## src/rtl/aes_state_loader.sv

```systemverilog
// Word-serial loader: assembles four 32-bit beats into a 128-bit AES state
// and holds it in a one-entry output register for the sub_byte datapath.
module aes_state_loader #(
  parameter int unsigned WORD_W  = 32,
  parameter int unsigned STATE_W = 128
) (
  input  logic                clk,
  input  logic                rst_n,
  input  logic                flush,
  input  logic [0:WORD_W-1]   in_word,
  input  logic                in_valid,
  input  logic                in_last,
  output logic                in_ready,
  output logic [0:STATE_W-1]  out_state,
  output logic                out_valid,
  input  logic                out_ready,
  output logic                err_frame
);

  localparam int unsigned IDX_W = $clog2(STATE_W);

  localparam logic [1:0] FILL0 = 2'd0;
  localparam logic [1:0] FILL1 = 2'd1;
  localparam logic [1:0] FILL2 = 2'd2;
  localparam logic [1:0] FILL3 = 2'd3;

  logic [1:0]         r_beat_cnt;
  logic [0:STATE_W-1] r_asm;
  logic [0:STATE_W-1] r_out_state;
  logic               r_out_valid;
  logic               r_err_frame;

  logic [1:0]         w_beat_nxt;
  logic [0:STATE_W-1] w_asm_nxt;
  logic [0:STATE_W-1] w_state_nxt;
  logic               w_valid_nxt;
  logic               w_err_nxt;
  logic               w_accept;
  logic               w_consume;
  logic [IDX_W-1:0]   w_base;

  // Beat 3 is the only beat that can stall: it needs a free or draining output slot.
  assign in_ready  = !flush & ((r_beat_cnt != FILL3) | !r_out_valid | out_ready);
  assign w_accept  = in_valid & in_ready;
  assign w_consume = r_out_valid & out_ready;
  assign w_base    = IDX_W'(r_beat_cnt) * IDX_W'(WORD_W);

  // State and datapath registers.
  always_ff @(posedge clk or negedge rst_n) begin
    if (!rst_n) begin
      r_beat_cnt  <= FILL0;
      r_asm       <= '0;
      r_out_state <= '0;
      r_out_valid <= 1'b0;
      r_err_frame <= 1'b0;
    end else begin
      r_beat_cnt  <= w_beat_nxt;
      r_asm       <= w_asm_nxt;
      r_out_state <= w_state_nxt;
      r_out_valid <= w_valid_nxt;
      r_err_frame <= w_err_nxt;
    end
  end

  // Next-state: beat sequencing, framing checks, output slot load/drain, flush.
  always_comb begin
    w_beat_nxt  = r_beat_cnt;
    w_asm_nxt   = r_asm;
    w_state_nxt = r_out_state;
    w_valid_nxt = r_out_valid;
    w_err_nxt   = 1'b0;
    if (flush) begin
      w_beat_nxt  = FILL0;
      w_valid_nxt = 1'b0;
    end else begin
      if (w_consume) begin
        w_valid_nxt = 1'b0;
      end
      if (w_accept) begin
        case (r_beat_cnt)
          FILL3: begin
            w_beat_nxt = FILL0;
            if (in_last) begin
              // Same-cycle drain and reload keeps out_valid high.
              w_state_nxt = {r_asm[0:STATE_W-WORD_W-1], in_word};
              w_valid_nxt = 1'b1;
            end else begin
              w_err_nxt = 1'b1;
            end
          end
          default: begin
            if (in_last) begin
              w_err_nxt  = 1'b1;
              w_beat_nxt = FILL0;
            end else begin
              w_asm_nxt[w_base +: WORD_W] = in_word;
              case (r_beat_cnt)
                FILL0:   w_beat_nxt = FILL1;
                FILL1:   w_beat_nxt = FILL2;
                default: w_beat_nxt = FILL3;
              endcase
            end
          end
        endcase
      end
    end
  end

  assign out_state = r_out_state;
  assign out_valid = r_out_valid;
  assign err_frame = r_err_frame;

endmodule

```

## config.mk

```make
export PLATFORM = sky130hd
export DESIGN_NAME = aes_state_loader
export DESIGN_NICKNAME = d
export VERILOG_FILES = /design/src/rtl/aes_state_loader.sv
export SDC_FILE = /design/constraint.sdc
export NUM_CORES = 1
export LEC_CHECK = 0
export ABC_CLOCK_PERIOD_IN_PS = 4200
export CORE_ASPECT_RATIO = 1.2
export CORE_UTILIZATION = 51
export CTS_CLUSTER_SIZE = 14
export DETAILED_ROUTE_END_ITERATION = 10
export PLACE_DENSITY = 0.78
export SLEW_MARGIN = 10
export SYNTH_ARGS = -nofsm -noshare
export SYNTH_HDL_FRONTEND = slang
export SYNTH_SLANG_ARGS = --single-unit
```

## constraint.sdc

```tcl
create_clock -name clk -period 4.2 [get_ports clk]
set_input_delay 0.84 -clock clk [delete_from_list [all_inputs] [get_ports clk]]
set_output_delay 0.84 -clock clk [all_outputs]
set_load 0.05 [all_outputs]
```

# Word level (Yosys, flattened, before mapping)
# Index checks and enable logic that the tools add are counted.
[totals]
regBits = 260
inputBits = 38
output_inout_bits = 131
wordCells = 42
[op_classes]
addsub = 1
eq_ne = 3
n_shift = 2
muxes = 16
n_bitwise = 9
n_reduce_logical = 6
[ops]
columns = ["cell", "n"]
rows = [
  ["$shift A129 B9 Y128 const A", 1],
  ["$shiftx A129 B9 Y128", 1],
  ["$bwmux W128", 1],
  ["$mux W1", 10],
  ["$neg A8 Y9", 1],
  ["$mux W2", 4],
  ["$not A7 Y8", 1],
  ["$reduce_and A4 Y1", 2],
  ["$pmux W2 S2", 1],
  ["$and A1 B1 Y1", 3],
  ["$not A1 Y1", 3],
  ["$eq A2 B1 Y1 const B", 1],
  ["$eq A2 B2 Y1 const B", 1],
  ["$logic_not A1 Y1", 2],
  ["$logic_not A2 Y1", 1],
  ["$ne A2 B2 Y1 const B", 1],
  ["$or A1 B1 Y1", 2],
  ["$reduce_bool A2 Y1", 1],
]

# Longest topological paths before layout
[logic_depth]
depth_word = 7
mapped_depth = 6
mapped_depth_nobuf = 4

# Least setup slack after synthesis
# OpenSTA, ideal clock, no wires.
[synth_timing]
path_type = "input -> output"
from = "input port out_ready"
to = "output port in_ready"
arrival_ns = 1.798
required_time_ns = 3.360
setup_slack_ns = 1.562
path_stages = 3
n_path_buf = 0
cell_sequence = "nand2b_1 -> or2_2 -> nor2b_1"
[synth_via]
elab_chain_cells = 2
[synth_lines]
columns = ["item", "line", "source"]
rows = [
  ["start: declaration", "16", "input logic out_ready,"],
  ["$or A1 B1 Y1", "43", "assign in_ready = !flush & ((r_beat_cnt != FILL3) | !r_out_valid | out_ready);"],
  ["$and A1 B1 Y1", "43", ""],
  ["end: declaration", "13", "output logic in_ready,"],
]
# No other way between the ends.

# Final worst setup path
# Same ends and word-level chain as after synthesis.

==> flow_summary.yaml <==
place:
  dpl_cell_area_mm2: 0.0108
  placed_cells: 870
  dpl.hpwl_mm: 11.3
  portBuffers: 168
  pre_cts_ws_ns: 0.778
  place.gp.congestion: 0.714
hold_path:
  min_path_type: "primary input to asynchronous set/reset pin"
synthesis:
  synth_top_area_share_pct: 63.0
  ys_seq_elements: 228
  synth_seq_area_share_pct: 63.0
  synth_area_leaders: "dfrtp_1, mux2_4, mux2_2"
  ys_types: 22
  synthCells: 499
  synth_enable_flop_cells: 0
  avgSynthCellArea_um2: 18.2
  yosys-top-cells-count: "dfrtp_1, mux2_4, mux2_2"
  synth_nets: 538
  yosysTopAreaCell: "dfrtp_1"
  synth-main-ff-cell: "dfrtp_1"
  yosysMostFrequentCell: "dfrtp_1"
  synth_area_mm2: 0.00906
  yosys_warnings: 0
  async_flop_share_pct: 100
final_layout:
  multi_input_comb_area_mm2: 0.00305
  postLayoutCoreUtil_pct: 66.4
  seq_area_mm2: 0.00571
  instances_no_fill: 909
  stdcell_area_mm2: 0.0116
  fillers: 1202
  nets: 714
  layout-drive-gt1-share_pct: 35.8
  n_antenna_cell: 0
  syn2layout_area_growth_pct: 27.8
clock_tree:
  clkTransAtPathRegs_ns: 0.06
  htree_num_levels: 1
  cts_made_buffers: 23
  cts_num_sinks: 228
  cts_tree: "yes"
  cts_resized: 0
  root_buffer: "clkbuf_16"
  ctsHoldBuffers: 0
  cts_max_path_buffers: 3
  postCtsSetupBuffers: 0
  clock_latency_ns: 0.49
sta:
  slew_headroom_pct: 37.8
  fmax_mhz: 291
  setup-violations-final: 0
  rsz0062_at_grt: "no"
  worst_pin_slew_ns: 0.933
  fin_setup_tns_ns: 0
  period_needed_ns: 3.43
  drv_slew: 0
  whs_ns: 0.319
  setup_ws_ns: 0.766
  skew_ns: 0.00632
  period_share_pct: 81.8
  finalHoldViolCount: 0
critical_path:
  crit_fanout: 4
  critPathSlowestCell: "clkdlybuf4s50_1"
  worstSetupStartpointType: "primary input"
  crit_chain: "clkdlybuf4s50_1 > nand2b_1 > or2_2 > nor2b_1 > clkdlybuf4s50_1"
  worstSetupPathType: "primary input to primary output"
  ff2ff_setup_slack_ns: 1.90
  crit_path_end_kind: "primary output"
  cp_common_cell: "clkdlybuf4s50_1"
  worst_ep_arrival_time_ns: 2.59
  cpPeakStageDelay_ns: 0.70
  cp.required_ns: 3.36
floorplan:
  rows: 53
  pin_count: 169
  initial_core_util_pct: 52.0
  die_y_um: 148
  die_area_mm2: 0.0183
  core_area_mm2: 0.0174
  die_x_um: 124
detailed_routing:
  dr.pass1.iters: 4
  vias_per_cell: 5.23
  vias: 4756
  drt-wirelength-per-cell_um: 19.3
  drt_iter0_drc: 167
  drt_wl_total_mm: 17.5
  drc: 0
  ant_nets: 0
power:
  pwr_density_cell_mw_per_mm2: 431
  peakVddDrop_v: 0.000292
  p_total_mw: 5.00
  p_leak_nw: 5.37
grt:
  gr-total-overflow: 0
  grtUsageTotal_pct: 19.9
  grt_max_degree: 104
  grt_pass1_wl_mm: 28.5
  grt_pass1_vias: 5255
  antenna_found_initial: 0
flow_run:
  drv_cap: 0
status:
  status: "finished clean"
-- critical path: cells and delay by family --
kind          cells  cell delay, ns
buf+inv           2            1.10
simple gates      3            0.65
-- cell usage in the layout (no fill, tap or decap), types with 2 or more instances in the layout --
cell type / instances
buf_12: 4
clkbuf_16: 23
mux2_1: 27
clkdlybuf4s50_1: 167
clkinv_2: 4
buf_4: 4
mux2_2: 97
bufinv_16: 2
nand2_1: 4
nor2b_1: 3
o21ai_0: 2
dfrtp_1: 228
mux2_4: 100
clkbuf_8: 6
clkbuf_1: 3
-- flip-flops by register name (all words and copies together) (netlist names) --
signal      count
out_valid       1
r_beat_cnt      2
err_frame       1
out_state     128
r_asm          96
-- cell type report --
| cell class | instances | share of cell area [%] |
|---|---|---|
| clock inverters | 7 | 0.767 |
| repair buffers | 176 | 15.5 |
| clock buffers | 32 | 5.78 |
| well taps | 220 | 2.38 |
| flip-flops and latches | 228 | 49.2 |
| multi-input cells | 245 | 26.3 |
| inverters | 1 | 0.0324 |
-- cells by family (layout without fill, tap and decap cells) --
kind of cell               count (synthesis)  in the layout  share of synthesized area [%]
muxes                                    224            224                           32.0
DFF                                      228            228                           63.0
buffers and inverters                     26            216                           3.49
and+or+nand+nor                           15             15                           1.12
AOI/OAI and AO/OA                          5              5                          0.318
adders and majority gates                  1              1                          0.138
-- where the power goes --
part           total (mW)  internal, mW  switching, mW
sequential           2.51          2.40          0.109
combinational       0.446         0.230          0.216
clock                2.04          1.23          0.810
total                5.00          3.86           1.13
-- metal layers --
metal	up-vias	share of wire, %	track usage (%)
li1	2112	-	-
met2	109	52	34.0
met3	27	4.8	3.67
met1	2508	41	25.8
met4	0	1.8	5.36
met5	-	0	0
-- final timing paths --
path,cells after the start,start,to
setup / recovery,5,out_ready,in_ready
hold / removal,1,rst_n,out_state[17]$_DFFE_PN0P_
setup reg to reg,5,r_beat_cnt[0]$_DFFE_PN0P_,r_asm[13]$_DFFE_PN0P_
hold reg to reg,1,out_state[6]$_DFFE_PN0P_,out_state[6]$_DFFE_PN0P_
max in group asynchronous,2,rst_n,out_state[99]$_DFFE_PN0P_
min in group clk,1,out_state[6]$_DFFE_PN0P_,out_state[6]$_DFFE_PN0P_
Note: power is estimated with default switching activity, not from simulation.
